[config.mk]
export PLATFORM = sky130hd
export DESIGN_NAME = buzzer_sched
export DESIGN_NICKNAME = d
export VERILOG_FILES = /design/src/rtl/clock_pkg.sv /design/src/rtl/chime_count.sv /design/src/rtl/buzzer_sched.sv
export SDC_FILE = /design/constraint.sdc
export NUM_CORES = 1
export LEC_CHECK = 0
export CAP_MARGIN = 20
export CELL_PAD_IN_SITES_DETAIL_PLACEMENT = 1
export CELL_PAD_IN_SITES_GLOBAL_PLACEMENT = 2
export CORE_ASPECT_RATIO = 0.7
export CORE_MARGIN = 2
export CORE_UTILIZATION = 27
export CTS_CLUSTER_SIZE = 40
export DETAILED_ROUTE_END_ITERATION = 8
export MAX_ROUTING_LAYER = met4
export PLACE_DENSITY_LB_ADDON = 0.08
export SLEW_MARGIN = 40
export SYNTH_ARGS = -nofsm -noshare
export SYNTH_HDL_FRONTEND = slang
export SYNTH_SLANG_ARGS = --single-unit
[constraint.sdc]
create_clock -name cp -period 2.12 [get_ports cp]
set_input_delay 0.636 -clock cp [delete_from_list [all_inputs] [get_ports cp]]
set_output_delay 0.636 -clock cp [all_outputs]
set_load 0.1 [all_outputs]
[src/rtl/clock_pkg.sv]
// Shared definitions for the clock buzzer: FSM states, source codes and the
// BCD hour to chime-toggle-count decode.
package clock_pkg;

  // State encoding doubles as the one-hot src code.
  typedef enum logic [1:0] {
    IDLE  = 2'b00,
    CHIME = 2'b01,
    ALARM = 2'b10
  } state_t;

  localparam logic [1:0] SRC_NONE  = 2'b00;
  localparam logic [1:0] SRC_CHIME = 2'b01;
  localparam logic [1:0] SRC_ALARM = 2'b10;

  // Two toggles per hour struck, midnight strikes 24; invalid BCD gives 0.
  function automatic logic [5:0] hour_to_toggles(input logic [7:0] bcd);
    logic [3:0] tens;
    logic [3:0] units;
    logic [4:0] hour;
    tens  = bcd[7:4];
    units = bcd[3:0];
    if (units > 4'd9 || tens > 4'd2 || (tens == 4'd2 && units > 4'd3)) begin
      return 6'd0;
    end
    hour = 5'(tens) * 5'd10 + 5'(units);
    if (hour == 5'd0) begin
      return 6'd48;
    end
    return {hour, 1'b0};
  endfunction

endpackage

[src/rtl/chime_count.sv]
// Combinational BCD hour to chime toggle count decoder.
module chime_count
  import clock_pkg::*;
(
  input  logic [7:0] bcd,
  output logic [5:0] count
);

  assign count = hour_to_toggles(bcd);

endmodule

[src/rtl/buzzer_sched.sv]
// Buzzer scheduler: arbitrates the hourly chime and the alarm (with snooze)
// onto a single ring output.
module buzzer_sched
  import clock_pkg::*;
#(
  parameter int ALARM_LEN  = 120,
  parameter int SNOOZE_LEN = 300
) (
  input  logic       cp,
  input  logic       rst,
  input  logic [7:0] hours,
  input  logic [7:0] minte,
  input  logic [7:0] secd,
  input  logic       alarm_en,
  input  logic [7:0] alarm_hr,
  input  logic [7:0] alarm_min,
  input  logic       snooze,
  input  logic       stop,
  output logic       ring,
  output logic [1:0] src,
  output logic       snoozing
);

  // Toggle counter must hold both ALARM_LEN and the longest chime (48).
  localparam int TW = (ALARM_LEN > 63) ? $clog2(ALARM_LEN + 1) : 6;
  localparam logic [TW-1:0] ALARM_END = TW'(ALARM_LEN);
  localparam logic [8:0]    SNZ_LOAD  = 9'(SNOOZE_LEN);

  logic          chime_match, alarm_match;
  logic          chime_q, alarm_q, armed;
  logic          chime_evt, alarm_evt, snz_expire, alarm_req;
  logic [5:0]    hour_cnt;
  state_t        state, state_n;
  logic          ring_n, pend, pend_n, snoozing_n;
  logic [TW-1:0] tcnt, tcnt_n, tnext;
  logic [5:0]    clen, clen_n;
  logic [8:0]    scnt, scnt_n;

  chime_count u_chime_count (
    .bcd   (hours),
    .count (hour_cnt)
  );

  assign chime_match = (minte == 8'h59) && (secd == 8'h59);
  assign alarm_match = alarm_en && (hours == alarm_hr) && (minte == alarm_min) && (secd == 8'h00);

  // armed stays low for the first cycle after reset so a match already
  // present at release only primes the edge registers.
  assign chime_evt  = armed && chime_match && !chime_q && (hour_cnt != 6'd0);
  assign alarm_evt  = armed && alarm_match && !alarm_q;
  assign snz_expire = snoozing && (scnt <= 9'd1) && !stop && alarm_en;
  assign alarm_req  = alarm_evt || snz_expire;

  assign tnext = tcnt + TW'(1);

  assign src = (state == ALARM) ? SRC_ALARM :
               (state == CHIME) ? SRC_CHIME : SRC_NONE;

  // Edge-detect registers for the chime and alarm time matches.
  always_ff @(posedge cp or negedge rst) begin
    // NOTE: sequential state uses non-blocking assignments so every register
    // samples pre-edge values regardless of statement order.
    if (!rst) begin
      chime_q <= 1'b0;
      alarm_q <= 1'b0;
      armed   <= 1'b0;
    end else begin
      chime_q <= chime_match;
      alarm_q <= alarm_match;
      armed   <= 1'b1;
    end
  end

  // State register and datapath registers.
  always_ff @(posedge cp or negedge rst) begin
    if (!rst) begin
      state    <= IDLE;
      ring     <= 1'b0;
      tcnt     <= '0;
      clen     <= 6'd0;
      pend     <= 1'b0;
      scnt     <= 9'd0;
      snoozing <= 1'b0;
    end else begin
      state    <= state_n;
      ring     <= ring_n;
      tcnt     <= tcnt_n;
      clen     <= clen_n;
      pend     <= pend_n;
      scnt     <= scnt_n;
      snoozing <= snoozing_n;
    end
  end

  // Next-state, ring sequencing, pending chime and snooze countdown.
  always_comb begin
    // NOTE: every output of this block gets a default first, so no path can
    // leave a value unassigned and infer a latch.
    state_n    = state;
    ring_n     = ring;
    tcnt_n     = tcnt;
    clen_n     = clen;
    pend_n     = pend;
    snoozing_n = snoozing;
    scnt_n     = (scnt != 9'd0) ? scnt - 9'd1 : 9'd0;

    if (snz_expire) begin
      snoozing_n = 1'b0;
    end
    if (stop || !alarm_en) begin
      snoozing_n = 1'b0;
      scnt_n     = 9'd0;
    end

    unique case (state)
      IDLE: begin
        ring_n = 1'b0;
        tcnt_n = '0;
        if (alarm_req) begin
          state_n = ALARM;
        end else if (chime_evt) begin
          state_n = CHIME;
          clen_n  = hour_cnt;
          pend_n  = 1'b0;
        end else if (pend) begin
          state_n = CHIME;
          pend_n  = 1'b0;
        end
      end
      CHIME: begin
        if (alarm_req) begin
          state_n = ALARM;
          ring_n  = 1'b0;
          tcnt_n  = '0;
        end else if (tnext == TW'(clen)) begin
          state_n = IDLE;
          ring_n  = 1'b0;
          tcnt_n  = '0;
        end else begin
          ring_n = !ring;
          tcnt_n = tnext;
        end
      end
      ALARM: begin
        if (chime_evt) begin
          pend_n = 1'b1;
          clen_n = hour_cnt;
        end
        if (stop || snooze || tnext == ALARM_END) begin
          state_n = IDLE;
          ring_n  = 1'b0;
          tcnt_n  = '0;
          if (snooze && !stop && alarm_en) begin
            snoozing_n = 1'b1;
            scnt_n     = SNZ_LOAD;
          end
        end else begin
          ring_n = !ring;
          tcnt_n = tnext;
        end
      end
      default: begin
        state_n = IDLE;
        ring_n  = 1'b0;
        tcnt_n  = '0;
      end
    endcase
  end

endmodule

Word-level counts from Yosys, hierarchy flattened:

Cells that the tools add are included.

* register bits: 30
* input port bits: 45
* output and inout port bits: 4
* word-level logic and storage cells: 107

* $add $sub $neg: 3
* multiply operators: 1
* $lt $le $gt $ge: 4
* equal/unequal tests: 14
* muxes and demuxes: 40
* reduce and logical (&&, ||, !) cells: 35

Operators by type and width (count)
* $mux 9: 5
* $mux 6: 6
* $mux 7: 3
* $eq 8x7->1 const B: 2
* $eq 8x8->1: 2
* $logic_and 1x1->1: 15
* $mux 1: 14
* $mux 2: 7
* $pmux 7 s2: 1
* $pmux 6 s2: 1
* $le 9x1->1 const B: 1
* $reduce_bool 9->1: 1
* $sub 9x1->9 const B: 1
* $gt 4x2->1 const B: 2
* $logic_not 8->1: 1
* $add 7x1->7 const B: 1
* $eq 7x6->1: 1
* $eq 7x7->1 const B: 1
* $logic_or 1x1->1: 6
* $pmux 2 s3: 1
* $reduce_and 3->1: 2
* $reduce_bool 6->1: 1
* $add 5x4->5: 1
* $logic_not 1->1: 5
* 14 further kinds: 16

Depth between registers and ports, before layout:

* depth after elaboration: 12
* depth in mapped cells: 8
* gate-level depth less buffers: 8

Hierarchy:

From an unflattened synthesis, not the netlist that was laid out.

* cell total of the unflattened synthesis: 217
* area total of the unflattened synthesis: 2058.2 um^2

Modules (own cells, without submodules)
* buzzer_sched: instances 1, cells each 185, area an instance 1805.5 um^2, seq. area each 750.7 um^2
* chime_count: instances 1, cells each 32, area an instance 252.7 um^2, seq. area each 0.0 um^2

Worst setup path before layout:

OpenSTA, ideal clock, no wires.

* kind: input to register
* start point: input secd[1]
* end point: register clen[1]
* library setup time: 0.125 ns
* data arrival time: 2.510 ns
* data required time: 1.995 ns
* slack: -0.515 ns
* cell stages on the path: 7
* path buffers: 0
* path through: or4_4 nor4_2 nand3_1 o41a_1 nand2_2 a211o_4 mux2_4

* longest elaborated chain between the ends: 8
* elaborated cells between the ends (all ways): 15
* classes of those cells: 2 x eq/ne; 3 x mux; 10 x reduce/logical

RTL lines
* from (decl): line buzzer_sched.sv:13 `input logic [7:0] secd,`
* $eq 8x7->1: line buzzer_sched.sv:44 `assign chime_match = (minte == 8'h59) && (secd == 8'h59);`
* $logic_and 1x1->1: line buzzer_sched.sv:44
* $logic_and 1x1->1 (3 in a row): line buzzer_sched.sv:49 `assign chime_evt = armed && chime_match && !chime_q && (hour_cnt != 6'd0);`
* $mux 6 (2 in a row)
* $pmux 6 s2
* to (signal assigned): line buzzer_sched.sv:88 `clen <= clen_n;`
* to (decl): line buzzer_sched.sv:36 `logic [5:0] clen, clen_n;`

Several ways; a longest one is shown, not always the timed one. The select of a mux whose other input is x is not followed.
A chain may end at the register's enable or synchronous reset.

Worst setup path after layout:

* start point: input secd[7]
* end point: register clen[4]

* longest elaborated chain between the ends: 8
* elaborated cells between the ends (all ways): 15
* classes of those cells: 2 x eq/ne; 3 x mux; 10 x reduce/logical

RTL lines
* $eq 8x7->1 (*): line buzzer_sched.sv:44
* $logic_and 1x1->1 (*): line buzzer_sched.sv:44
* via chime_match: line buzzer_sched.sv:29 `logic chime_match, alarm_match;`
* $logic_and 1x1->1 (*) (3 in a row): line buzzer_sched.sv:49
* $mux 6 (*)
* $mux 6
* $pmux 6 s2 (*)

Mark *: on every way through the listed nets, which the timed path passes. The rest lies on a longest branch. The select of a mux whose other input is x is not followed.

==> impl_summary.txt <==
----------------------------------------------------
[Outcome]
  Result of the run ... finished, violations left
  Violations in the final reports ... setup timing

[Clocking]
  Register clock-pin slew on the reported worst setup and hold paths ... 0.06 ns
  Number of CTS-inserted buffers ... 5
  Cell at the root of the clock tree ... sky130_fd_sc_hd__clkbuf_8
  Clock insertion delay at the later pin of the skew report ... 0.28 ns
  Clock tree from TritonCTS ... done
  CTS Sinks ... 29
  Clock buffer depth ... 2
  # H-tree levels ... 2

[Global routing]
  Global Route met1 Usage ... 20.98%
  Number of global-route vias before repair ... 1972
  Maximum number of pins on one net before global-route repair ... 30
  Met2 Resource Use GR ... 23.50%
  Met3 demand-to-capacity share in global routing ... 3.507%
  Overall global routing resource usage ... 15.43%
  Sum of overflow across all layers after global routing ... 0
  Busiest metal layer after global routing ... met2
  Global-route wire length before repair ... 9349 um
  Number of antenna violations at the first check in global routing ... 0

[Logic synthesis]
  Post-Syn Nets ... 269
  Total of flip-flops plus latches after synthesis ... 29
  Proportion of synthesized flip-flops having asynchronous set or reset ... 100.0%
  Number of library cell types mapped by synthesis ... 45
  Post-synthesis sequential area ratio ... 36.46%
  Most repeated cell in the gate-level netlist after synthesis ... sky130_fd_sc_hd__dfrtp_1
  Top-area cell type share of the netlist area ... 36.46%
  Most frequent cells after synthesis ... sky130_fd_sc_hd__dfrtp_1, sky130_fd_sc_hd__xor2_1, sky130_fd_sc_hd__nor2_1, sky130_fd_sc_hd__inv_1, sky130_fd_sc_hd__nand2_1
  Mean instance size in the synthesized netlist ... 9.390 um^2
  Area of the mapped netlist ... 0.001991 mm^2
  Post-synth top flop ... sky130_fd_sc_hd__dfrtp_1
  Yosys warning count ... 0
  Cell accounting for the most synthesized area ... sky130_fd_sc_hd__dfrtp_1
  Ranking of synthesized cells by area ... sky130_fd_sc_hd__dfrtp_1, sky130_fd_sc_hd__xor2_1, sky130_fd_sc_hd__ha_1
  EDFF count, synth ... 0
  Cells after Synth ... 212

[Critical path]
  Family with the most delay on the worst path ... simple AND/OR/NAND/NOR gates
  WP buf/inv ... 3
  Required time worst endpoint ... 2.28 ns
  Kind of critical path ... in -> reg
  Kind of launch point of the worst setup path ... input pin
  Crit path max-delay cell type ... sky130_fd_sc_hd__or4_4
  Chain of cells forming the critical path ... buf_6 > or4_4 > buf_4 > nor4_4 > buf_4 > nand3b_1 > a211o_4 > mux2_4
  Delay of the slowest critical-path stage ... 0.54 ns
  Crit path DAT ... 2.62 ns
  Crit-path max FO ... 5
  Most Frequent Cell on Critical Path ... sky130_fd_sc_hd__buf_4
  Endpoint kind of the worst setup timing path ... flip-flop

[Detailed routing]
  Drt total wl ... 5595 um
  Starting DRT DRC Count ... 30
  Number of remaining DRC errors ... 0
  Antenna-violating nets left ... 0
  Detailed-router iteration count before antenna repair ... 4
  Vias ... 1862
  Wire per inst ... 13.85 um
  Post-DR vias/cell ... 4.609

[Timing]
  Share of the clock period used by the worst path ... 115.9%
  RSZ-0062 raised after global routing ... yes
  Worst-case setup margin in the final layout ... -0.3366 ns
  Endpoints failing hold ... 0
  Maximum clock frequency ... 407.1 MHz
  Final Critical Period ... 2.457 ns
  Worst Skew ... 0.006947 ns
  Count of final max-slew check failures ... 0
  Setup Viol. Count Final ... 16

[Placed design]
  IO buf count ... 48
  Pre-CTS setup slack ... -0.9432 ns
  Post-detailed-placement half-perimeter wirelength ... 4581 um
  Routability-driven placement congestion ratio ... 0.7855

[Die]
  DIE HEIGHT ... 75.84 um
  Initial Util ... 27.56%
  Die outline width ... 106.6 um
  Ports ... 49
  Die Footprint ... 0.008087 mm^2
  Site row count ... 26
  Core Region ... 0.007222 mm^2

[Pwr]
  PD cells ... 649.1 mW/mm^2
  Worst vdd rail ir drop ... 0.0003315 V
  Post-route total power ... 2.044 mW
  P_leak ... 1.553 nW

[Cells and area]
  Fraction of final layout cells with drive strength greater than 1 ... 27.78%
  N_diodes ... 0
  Net count, final ... 362
  Area growth from synthesis to layout ... 58.20%

[Hold path]
  Type of the worst min-delay path ... reg -> reg

[Run]
  Number of max-capacitance violations reported ... 0

----------------------------------------------------
[layer usage]
layer  part of all wire (%)  wire length (um)
met1                     52              2898
met2                     43              2389
met3                    4.5               251
met4                    1.0                56
met5                      0                 0
[stage by stage]
step	hold slack, ns	utilization, %	TNS [ns]	instances	area (um^2)
global route	0.5203	43.61	-5.368	404	3149
detailed placement	0.4916	40.42	-13.67	395	2919
CTS	0.5005	42.00	-5.535	404	3033
finish	0.4889	43.61	-3.406	404	3149
floorplan	0.3404	-	-3.277	212	1991
global placement	0.4814	40.42	-12.85	395	2919
[final timing paths]
check / end / depth (start not counted) / slack, ns / startpoint
min: ring$_DFF_PN0_ / 1 / 0.49 / ring$_DFF_PN0_
min in group asynchronous: pend$_DFFE_PN0P_ / 2 / 0.75 / rst
max reg2reg: tcnt[4]$_DFF_PN0_ / 9 / -0.14 / tcnt[0]$_DFF_PN0_
max: clen[4]$_DFFE_PN0P_ / 8 / -0.34 / secd[7]
min reg2reg: ring$_DFF_PN0_ / 1 / 0.49 / ring$_DFF_PN0_
max in group asynchronous: clen[3]$_DFFE_PN0P_ / 2 / 1.08 / rst
[cells in the final DEF, fill, tap and decap left out, types with 5 or more instances in the layout]
cell | netlist | layout
sky130_fd_sc_hd__nand2_1 | 15 | 14
sky130_fd_sc_hd__inv_1 | 15 | 15
sky130_fd_sc_hd__xnor2_1 | 10 | 10
sky130_fd_sc_hd__ha_1 | 11 | 11
sky130_fd_sc_hd__o21ai_0 | 9 | 9
sky130_fd_sc_hd__dlymetal6s2s_1 | 0 | 12
sky130_fd_sc_hd__nand3_1 | 8 | 7
sky130_fd_sc_hd__buf_4 | 1 | 41
sky130_fd_sc_hd__dlygate4sd2_1 | 0 | 12
sky130_fd_sc_hd__xor2_1 | 26 | 21
sky130_fd_sc_hd__nor2_1 | 20 | 18
sky130_fd_sc_hd__clkbuf_8 | 0 | 5
sky130_fd_sc_hd__xor2_2 | 0 | 5
sky130_fd_sc_hd__a21oi_1 | 9 | 7
sky130_fd_sc_hd__clkdlybuf4s50_1 | 0 | 13
sky130_fd_sc_hd__dfrtp_1 | 29 | 29
[kinds of logic after synthesis]
| logic type | Yosys count | synth area share (%) |
|---|---|---|
| xor+xnor | 36 | 15.84 |
| mux | 5 | 3.520 |
| fa+ha+maj | 12 | 7.919 |
| flops | 29 | 36.46 |
| compound gates | 34 | 11.88 |
| buf+inv | 18 | 3.583 |
| simple gates | 77 | 20.62 |
| other cells | 1 | 0.1884 |
[state kept, by name, summed over array words and instances (netlist names)]
name	flops
scnt	9
tcnt	7
clen	5
state	2
alarm_q	1
armed	1
chime_q	1
pend	1
ring	1
snoozing	1
[cell type report]
type                            count  area, um^2
Clock buffer                        8       80.08
Fill cell                         847        4073
Inverter                           15       56.30
Multi-Input combinational cell    165        1330
Sequential cell                    29       725.7
Tap cell                           98       122.6
Timing Repair Buffer               89       834.6
[where the power goes]
group	switching [mW]	internal, mW	leakage (nW)
registers	0.0433	0.618	0.394
clock network	0.207	0.233	0.0395
logic	0.491	0.452	1.12
[what timing repair did]
action	4_1_cts	5_1_grt
gates resized for setup	36	31
setup endpoints to repair	16	16
pin swaps	17	20
setup buffers	2	1
hold buffers	0	0
No activity file was read; power rests on OpenSTA's default activity.
